<file path="src/rtl/tri_bus_arb_pkg.sv">
// Shared constants for the tri-state bus round-robin arbiter.
// State encoding, source count and default timing parameters.
package tri_bus_arb_pkg;

  localparam int NUM_SRC = 4;
  localparam int SEL_W   = 2;

  localparam int DEF_MAX_HOLD    = 8;
  localparam int DEF_TURN_CYCLES = 1;

  localparam logic [1:0] ST_IDLE  = 2'd0;
  localparam logic [1:0] ST_GRANT = 2'd1;
  localparam logic [1:0] ST_TURN  = 2'd2;

  function automatic logic [NUM_SRC-1:0] sel2oh(input logic [SEL_W-1:0] s);
    logic [NUM_SRC-1:0] oh;
    oh    = '0;
    oh[s] = 1'b1;
    return oh;
  endfunction

endpackage

</file>
<file path="src/rtl/rr_pick4.sv">
// Combinational round-robin picker: first set request at or above ptr,
// wrapping 3 -> 0.
module rr_pick4
  import tri_bus_arb_pkg::*;
(
  input  logic [NUM_SRC-1:0] req,
  input  logic [SEL_W-1:0]   ptr,
  output logic               valid,
  output logic [SEL_W-1:0]   idx
);

  logic [NUM_SRC-1:0] rot;
  logic [SEL_W-1:0]   off;

  // rot[i] is the request sitting i positions above ptr
  always_comb begin
    rot = '0;
    for (int i = 0; i < NUM_SRC; i++) begin
      rot[i] = req[SEL_W'(ptr + SEL_W'(i))];
    end
  end

  always_comb begin
    off = '0;
    for (int i = NUM_SRC-1; i >= 0; i--) begin
      if (rot[i]) off = SEL_W'(i);
    end
  end

  assign valid = |req;
  assign idx   = SEL_W'(ptr + off);

endmodule

</file>
<file path="src/rtl/tri_bus_rr_arbiter.sv">
// Round-robin owner selection for a 4-source tri-state bus with turnaround
// gap and hold cap. Define ARB_LOCK_EN to add the lock input.
module tri_bus_rr_arbiter
  import tri_bus_arb_pkg::*;
#(
  parameter int MAX_HOLD    = DEF_MAX_HOLD,
  parameter int TURN_CYCLES = DEF_TURN_CYCLES
) (
  input  logic               clk,
  input  logic               rst_n,
  input  logic [NUM_SRC-1:0] req,
`ifdef ARB_LOCK_EN
  input  logic               lock,
`endif
  output logic [NUM_SRC-1:0] gnt,
  output logic [SEL_W-1:0]   sel,
  output logic               bus_en,
  output logic               busy
);

  localparam logic [7:0] HOLD_MAX  = 8'(MAX_HOLD);
  localparam logic [7:0] HOLD_LAST = 8'(MAX_HOLD - 1);
  localparam logic [3:0] TURN_LOAD = 4'(TURN_CYCLES - 1);

  logic [1:0]       state;
  logic [SEL_W-1:0] ptr;
  logic [7:0]       hold_cnt;
  logic [3:0]       turn_cnt;

  logic             pick_valid;
  logic [SEL_W-1:0] pick_idx;
  logic             hold_lock;
  logic             others;
  logic             preempt;
  logic             rel;

  rr_pick4 u_pick (
    .req   (req),
    .ptr   (ptr),
    .valid (pick_valid),
    .idx   (pick_idx)
  );

`ifdef ARB_LOCK_EN
  assign hold_lock = lock;
`else
  assign hold_lock = 1'b0;
`endif

  assign others = |(req & ~gnt);
  // >= rather than == so an owner already saturated before a competitor
  // showed up is still preempted instead of holding forever
  assign preempt = others && !hold_lock && (hold_cnt >= HOLD_LAST);
  assign rel     = !req[sel] || preempt;

  always_ff @(posedge clk or negedge rst_n) begin
    if (!rst_n) begin
      state    <= ST_IDLE;
      gnt      <= '0;
      sel      <= '0;
      bus_en   <= 1'b0;
      busy     <= 1'b0;
      ptr      <= '0;
      hold_cnt <= '0;
      turn_cnt <= '0;
    end else begin
      case (state)
        ST_IDLE: begin
          if (pick_valid) begin
            state    <= ST_GRANT;
            sel      <= pick_idx;
            gnt      <= sel2oh(pick_idx);
            bus_en   <= 1'b1;
            busy     <= 1'b1;
            hold_cnt <= '0;
          end
        end
        ST_GRANT: begin
          if (rel) begin
            state    <= ST_TURN;
            gnt      <= '0;
            bus_en   <= 1'b0;
            ptr      <= SEL_W'(sel + 1'b1);
            turn_cnt <= TURN_LOAD;
          end else if (hold_cnt != HOLD_MAX) begin
            hold_cnt <= hold_cnt + 8'd1;
          end
        end
        ST_TURN: begin
          if (turn_cnt != 4'd0) begin
            turn_cnt <= turn_cnt - 4'd1;
          end else if (pick_valid) begin
            state    <= ST_GRANT;
            sel      <= pick_idx;
            gnt      <= sel2oh(pick_idx);
            bus_en   <= 1'b1;
            hold_cnt <= '0;
          end else begin
            state <= ST_IDLE;
            busy  <= 1'b0;
          end
        end
        default: begin
          state  <= ST_IDLE;
          gnt    <= '0;
          bus_en <= 1'b0;
          busy   <= 1'b0;
        end
      endcase
    end
  end

endmodule

</file>
<file path="config.mk">
export PLATFORM = sky130hd
export DESIGN_NAME = tri_bus_rr_arbiter
export DESIGN_NICKNAME = d
export VERILOG_FILES = /design/src/rtl/tri_bus_arb_pkg.sv /design/src/rtl/rr_pick4.sv /design/src/rtl/tri_bus_rr_arbiter.sv
export SDC_FILE = /design/constraint.sdc
export NUM_CORES = 1
export LEC_CHECK = 0
export ABC_AREA = 1
export CAP_MARGIN = 10
export CORE_ASPECT_RATIO = 2
export CORE_MARGIN = 10
export CORE_UTILIZATION = 52
export CTS_CLUSTER_DIAMETER = 40
export DETAILED_ROUTE_END_ITERATION = 10
export GPL_ROUTABILITY_DRIVEN = 0
export PLACE_DENSITY = 0.87
export SLEW_MARGIN = 20
export SYNTH_ARGS = -nofsm -noshare
export SYNTH_HDL_FRONTEND = slang
export SYNTH_SLANG_ARGS = --single-unit
</file>
<file path="constraint.sdc">
create_clock -name clk -period 1.7 [get_ports clk]
set_clock_uncertainty 0.05 [all_clocks]
set_input_delay 0.34 -clock clk [delete_from_list [all_inputs] [get_ports clk]]
set_output_delay 0.34 -clock clk [all_outputs]
set_load 0.05 [all_outputs]
</file>
* After elaboration in Yosys (flattened, before gate mapping) *
Index checks and enable logic that the tools add are counted.

storage, ports and cells
  input port bits = 6
  output and inout port bits = 8
  register bits = 24
  word-level logic and storage cells = 97

operators by class
  magnitude comparators = 8
  multiplexer cells = 43
  bitwise logic cells = 3
  reduce and logical (&&, ||, !) cells = 18
  $add $sub $neg = 7
  eq/ne operators = 10

operators by type and width
  kind                 count
  $mux 8               4
  $pmux 8 s3           1
  $lt 2x3->1 const B   6
  $mux 2               9
  $mux 4               4
  $ne 2x2->1 const B   7
  $mux 1               13
  $pmux 4 s3           1
  $bmux 1 s2           5
  $add 8x1->8 const B  1
  $ge 8x3->1 const B   1
  $ne 8x4->1 const B   1
  $pmux 4 s2           1
  $reduce_and 4->1     2
  $reduce_or 4->1      2
  $pmux 1 s3           2
  $pmux 2 s3           1
  $reduce_and 2->1     3
  $reduce_and 3->1     2
  $add 2x1->2 const B  2
  $add 2x2->2 const B  2
  $and 4x4->4          1
  $not 4->4            1
  $pmux 2 s2           1
  14 further kinds     16

* Longest topological paths before layout *
  depth after elaboration = 15
  mapped depth = 15
  mapped depth without buffers = 14

* Cells and area by module *
A second synthesis with hierarchy kept.

unflattened totals
  cells, all modules = 266
  area, all modules = 1770.4 um^2

by module, submodules not included
  module              cells an instance  times used  area each (um^2)  seq. area each (um^2)
  tri_bus_rr_arbiter  210                1           1502.7            600.6
  rr_pick4            56                 1           267.8             0.0

* Worst setup path before layout *
OpenSTA, ideal clock, no wires.

  path type = reg-to-reg
  from = register ptr[1]
  to = register gnt[2]
  stages on the path, launching flop included = 15
  setup time = 0.118 ns
  period minus slack after synthesis = 1.784 ns
  arrival time = 1.616 ns
  setup slack = -0.084 ns
  required time = 1.532 ns
  path buffers = 1
  path through = dfrtp_1 buf_4 inv_1 nand2_1 nand2_1 nand2_1 a31oi_1 nor2_1 ha_1 xor2_1 inv_1 nand3_1 nand2_1 nand2_1 nand2_1

between the ends
  word-level cells in the longest chain between the ends = 15
  elaborated cells between the ends (all ways) = 24
  classes of those cells = 4 x add/sub; 2 x order compare; 17 x mux; 1 x reduce/logical

RTL lines
  item                                                            line                                                source
  start: declaration                                              tri_bus_rr_arbiter.sv:26                            logic [SEL_W-1:0] ptr;
  start signal: assignment                                        tri_bus_rr_arbiter.sv:83                            ptr <= SEL_W'(sel + 1'b1);
  $add 2x2->2                                                     rr_pick4.sv:19                                      rot[i] = req[SEL_W'(ptr + SEL_W'(i))];
  $bmux 1 s2                                                      rr_pick4.sv:19
  $mux 1 (implied by the code)                                    rr_pick4.sv:19
  $mux 2 (4 in series)                                            rr_pick4.sv:26                                      if (rot[i]) off = SEL_W'(i);
  $add 2x2->2 *                                                   rr_pick4.sv:31                                      assign idx = SEL_W'(ptr + off);
  $lt 2x3->1 (implied by the code) or $ge 2x1->1 (tied branches)  tri_bus_arb_pkg.sv:18                               oh[s] = 1'b1;
  $logic_and 1x1->1 (implied by the code)                         tri_bus_arb_pkg.sv:18
  $mux 1 (implied by the code)                                    tri_bus_arb_pkg.sv:18
  $demux 1 s2 *                                                   tri_bus_arb_pkg.sv:18
  $mux 4 *                                                        tri_bus_rr_arbiter.sv:69, tri_bus_rr_arbiter.sv:92
  $mux 4                                                          tri_bus_rr_arbiter.sv:90                            if (turn_cnt != 4'd0) begin
  $pmux 4 s3 *                                                    tri_bus_rr_arbiter.sv:67                            case (state)
  end signal: assignment                                          tri_bus_rr_arbiter.sv:72                            gnt <= sel2oh(pick_idx);
  end signal: assignment                                          tri_bus_rr_arbiter.sv:95                            gnt <= sel2oh(pick_idx);
  end: declaration                                                tri_bus_rr_arbiter.sv:15                            output logic [NUM_SRC-1:0] gnt,

Every way passes the cells marked *; elsewhere a longest branch is shown, timed or not. The select of a mux whose other input is x is not followed.
A chain may end at the register's enable or synchronous reset.

* Worst setup path in the final report *
  from = register ptr[0]
  to = register sel[1]

between the ends
  word-level cells in the longest chain between the ends = 11
  elaborated cells between the ends (all ways) = 19
  classes of those cells = 4 x add/sub; 15 x mux

RTL lines
  item                          line                                                source
  $add 2x2->2                   rr_pick4.sv:19
  $bmux 1 s2                    rr_pick4.sv:19
  $mux 1 (implied by the code)  rr_pick4.sv:19
  $mux 2 (4 in series)          rr_pick4.sv:26
  $add 2x2->2 *                 rr_pick4.sv:31
  $mux 2 *                      tri_bus_rr_arbiter.sv:69, tri_bus_rr_arbiter.sv:92
  $mux 2                        tri_bus_rr_arbiter.sv:90
  $pmux 2 s2 *                  tri_bus_rr_arbiter.sv:67
  end signal: assignment        tri_bus_rr_arbiter.sv:71                            sel <= pick_idx;
  end signal: assignment        tri_bus_rr_arbiter.sv:94                            sel <= pick_idx;
  end: declaration              tri_bus_rr_arbiter.sv:16                            output logic [SEL_W-1:0] sel,

Marks and branches as above.

==> key figures <==
Outcome
  • Outcome: finished, violations left
  • Failing checks: setup timing

GRT
  • Grt ovf: 0
  • First-pass GRT wire length: 7200 um
  • Vias in the first global route: about 1700
  • Initial antenna violation count: 0
  • GRT Util Overall: 0.148
  • Largest net degree at the start of global routing: 25

Worst setup path
  • CP Class: flop to flop
  • R2R setup slack: -220 ps
  • Critical Path End: sel[1]
  • CP arrival: 2040 ps
  • Crit Path Max Fanout: 8
  • Cells on worst reg2reg path: 14
  • Worst Path Required: 1820 ps
  • CP Launch Point: ptr[0]
  • Startpoint Class: flop
  • RR Endpoint: sel[1]
  • CP Capture Type: flop
  • Worst R2R Start: ptr[0]

Placement
  • Placed instance area: 2010 um^2
  • Pre-CTS WS: -628 ps
  • HPWL Detailed: 3260 um
  • Count of buffers from port buffering: 13
  • # placed instances: 315

Clock network
  • Cts hold-fix bufs: 0
  • Clock Tree Root: clkbuf_8
  • Max Buffers Root-to-Sink: 2
  • Clock Sinks: 24
  • Reg clk slew, reported paths: 90 ps
  • CTS Buf Count: 3
  • CTS tree: yes
  • CTS H-Tree Depth: 1
  • Later-pin clock latency in the skew report: 270 ps

Logic synthesis
  • Netlist cell types: 28
  • Post-Synthesis Cells: 248
  • Synth Area in XOR/XNOR: 0.0212
  • Area share of the largest cell type after synthesis: 0.363
  • Largest family of logic cells by synthesized area: simple AND/OR/NAND/NOR gates
  • EDFF count, synth: 0
  • Seq/Total Area, Yosys: 0.363
  • Dominant cells by area after synthesis: dfrtp_1 36%, nand2_1 24%, nand3_1 6.0%, inv_1 5.7%, nor2_1 4.8%
  • Synth Area in Simple Gates: 0.424
  • Syn avg cell area: 6.67 um^2
  • Synth Area in Adders: 0.0378
  • Post-synth ARST share: 1.00
  • Post-synthesis mux area share: 0
  • Yosys warnings: 0
  • Largest area contributor in the netlist: dfrtp_1
  • Most frequent cell after synthesis: nand2_1
  • Synth Register Bits: 24
  • Syn_nets: 259
  • Most instantiated cells after synthesis: 104 x nand2_1, 25 x inv_1, 24 x dfrtp_1, 21 x nor2_1, 20 x nand3_1
  • Synth Cell Area: 1660 um^2
  • Area fraction in compound gates after synthesis: 0.0597
  • Most used DFF post-synth: dfrtp_1

Timing
  • Worst Max-Slew Pin Slew: 334 ps
  • Period Utilization, post-route: 1.13
  • Rel. slew slack: 0.777
  • RSZ-0062 raised after global routing: yes
  • Achievable Freq: roughly 0.52 GHz
  • Final worst setup slack: -215 ps
  • Final min period: 1920 ps
  • Final setup vio count: 6
  • Max Slew Vio Count: 0
  • Fin. Hold Viols: 0

Die
  • Die Y: ~100 um
  • Row cnt: 29
  • IO Count: 14
  • Die X: 59.9 um
  • Initial Util: 0.530
  • Die ar.: 5980 um^2
  • Total core area: 3120 um^2

Layout
  • ANT cells: 0
  • Fraction of layout cells with a size suffix above 1: 0.323
  • Fin cells: 328
  • Cell area after layout: 2300 um^2
  • # fillers: 207
  • Final Util: 0.739
  • Area Overhead vs Synth: 39.2%
  • NumNets Final: 309

Routing
  • Per-cell routed wire length: 14.5 um
  • Vias: ~1800
  • Post-route ant nets: 0
  • First-pass DRT Iterations: 5
  • # DRC: 0
  • Number of DRC markers in iteration 0: 77
  • DR vias/cell: roughly 5.4
  • Routed Wire Length: between 4000 and 5000 um

Pwr
  • Worst vdd ir: approximately 1000 uV
  • Pleak: 1.26 nW
  • PD cells: around 1900 nW/um^2

Run
  • Max-Cap Viols: 0

Min path
  • Worst hold-check path type: input pin to async pin
-- logic make-up after synthesis --
family,after synthesis
xor+xnor,4
fa+ha+maj,5
compound gates,16
simple gates,163
buf+inv,36
flops,24
-- through the flow --
| step | hold WS (ps) | setup TNS, ps | total power [mW] |
|---|---|---|---|
| floorplan | -5.59 | -104 | 2.53 |
| global placement | 429 | -7230 | 3.24 |
| detailed placement | 442 | -8860 | 3.31 |
| CTS | 405 | -1120 | 3.86 |
| global route | 414 | -2250 | 4.68 |
| finish | 384 | -1070 | 4.38 |
-- layout by cell type, fill, tap and decap left out, types with 2 or more instances in the layout --
master / netlist / final
nand2_2: 3 / 13
inv_2: 7 / 11
nor2_4: 2 / 3
buf_6: 2 / 4
a21oi_1: 4 / 3
buf_4: 1 / 35
xor2_1: 4 / 3
nor2_1: 21 / 17
nand2_1: 104 / 89
nor3_1: 2 / 2
nand2_8: 0 / 2
o21ai_1: 3 / 4
dfrtp_1: 24 / 23
nand3_1: 20 / 19
nand4_1: 4 / 4
dlygate4sd2_1: 0 / 4
inv_1: 25 / 20
o21ai_0: 5 / 4
buf_12: 0 / 4
ha_1: 5 / 2
nand2_4: 2 / 5
clkbuf_8: 0 / 4
ha_4: 0 / 2
nor2_2: 1 / 4
-- worst max-delay path, cell delays in order, from the launching register on --
cell	delay, ps
dfrtp_1	410
buf_6	140
clkinv_8	70
nand2_1	60
nand2_1	80
nand2_2	70
a31oi_1	190
nor2_1	70
ha_2	200
xor2_2	130
inv_1	70
nand3_2	80
nand2_2	70
nand2_1	70
nand2_1	50
-- how the worst min path moves through the flow --
stage / from / endpoint / slack (ps) / depth (start not counted)
2_1_floorplan: rst_n / bus_en / -6 / 0
3_3_place_gp: bus_en / bus_en / 430 / 2
3_5_place_dp: bus_en / bus_en / 440 / 2
4_1_cts: rst_n / sel[1] / 410 / 2
5_1_grt: rst_n / sel[1] / 410 / 2
6_report: rst_n / gnt[0] / 380 / 2
-- flip-flops by register name (all words and copies together) (netlist names) --
register,flops
gnt,4
state,2
ptr,2
hold_cnt,8
busy,1
turn_cnt,4
bus_en,1
sel,2
-- metal layers --
metal	wire length [um]	vias to the layer above	track usage
li1	-	866	-
met1	1680	833	0.145
met2	2710	55	0.278
met3	194	16	0.0291
met4	163	0	0.0660
met5	0	-	0
-- area by class of cell --
| class | instances | area (um^2) | area share |
|---|---|---|---|
| clock buffers | 4 | 55.1 | 0.0239 |
| inverters | 33 | 139 | 0.0603 |
| multi-input cells | 188 | 1040 | 0.450 |
| flip-flops and latches | 24 | 602 | 0.261 |
| well taps | 31 | 38.8 | 0.0168 |
| repair buffers | 48 | 433 | 0.188 |
-- what timing repair did --
action / 4_1_cts / 5_1_grt
resized for setup: 18 / 30
setup buffers: 1 / 9
setup endpoints to repair: 19 / 21
endpoints found under the hold margin: 0 / 0
pin swaps: 14 / 15
-- where the power goes --
group          switching, mW  total, mW  internal (mW)
registers              0.185      0.932          0.747
clock network          0.189      0.396          0.207
logic                   1.78       3.05           1.28
Power figures use the tool's default switching activity.
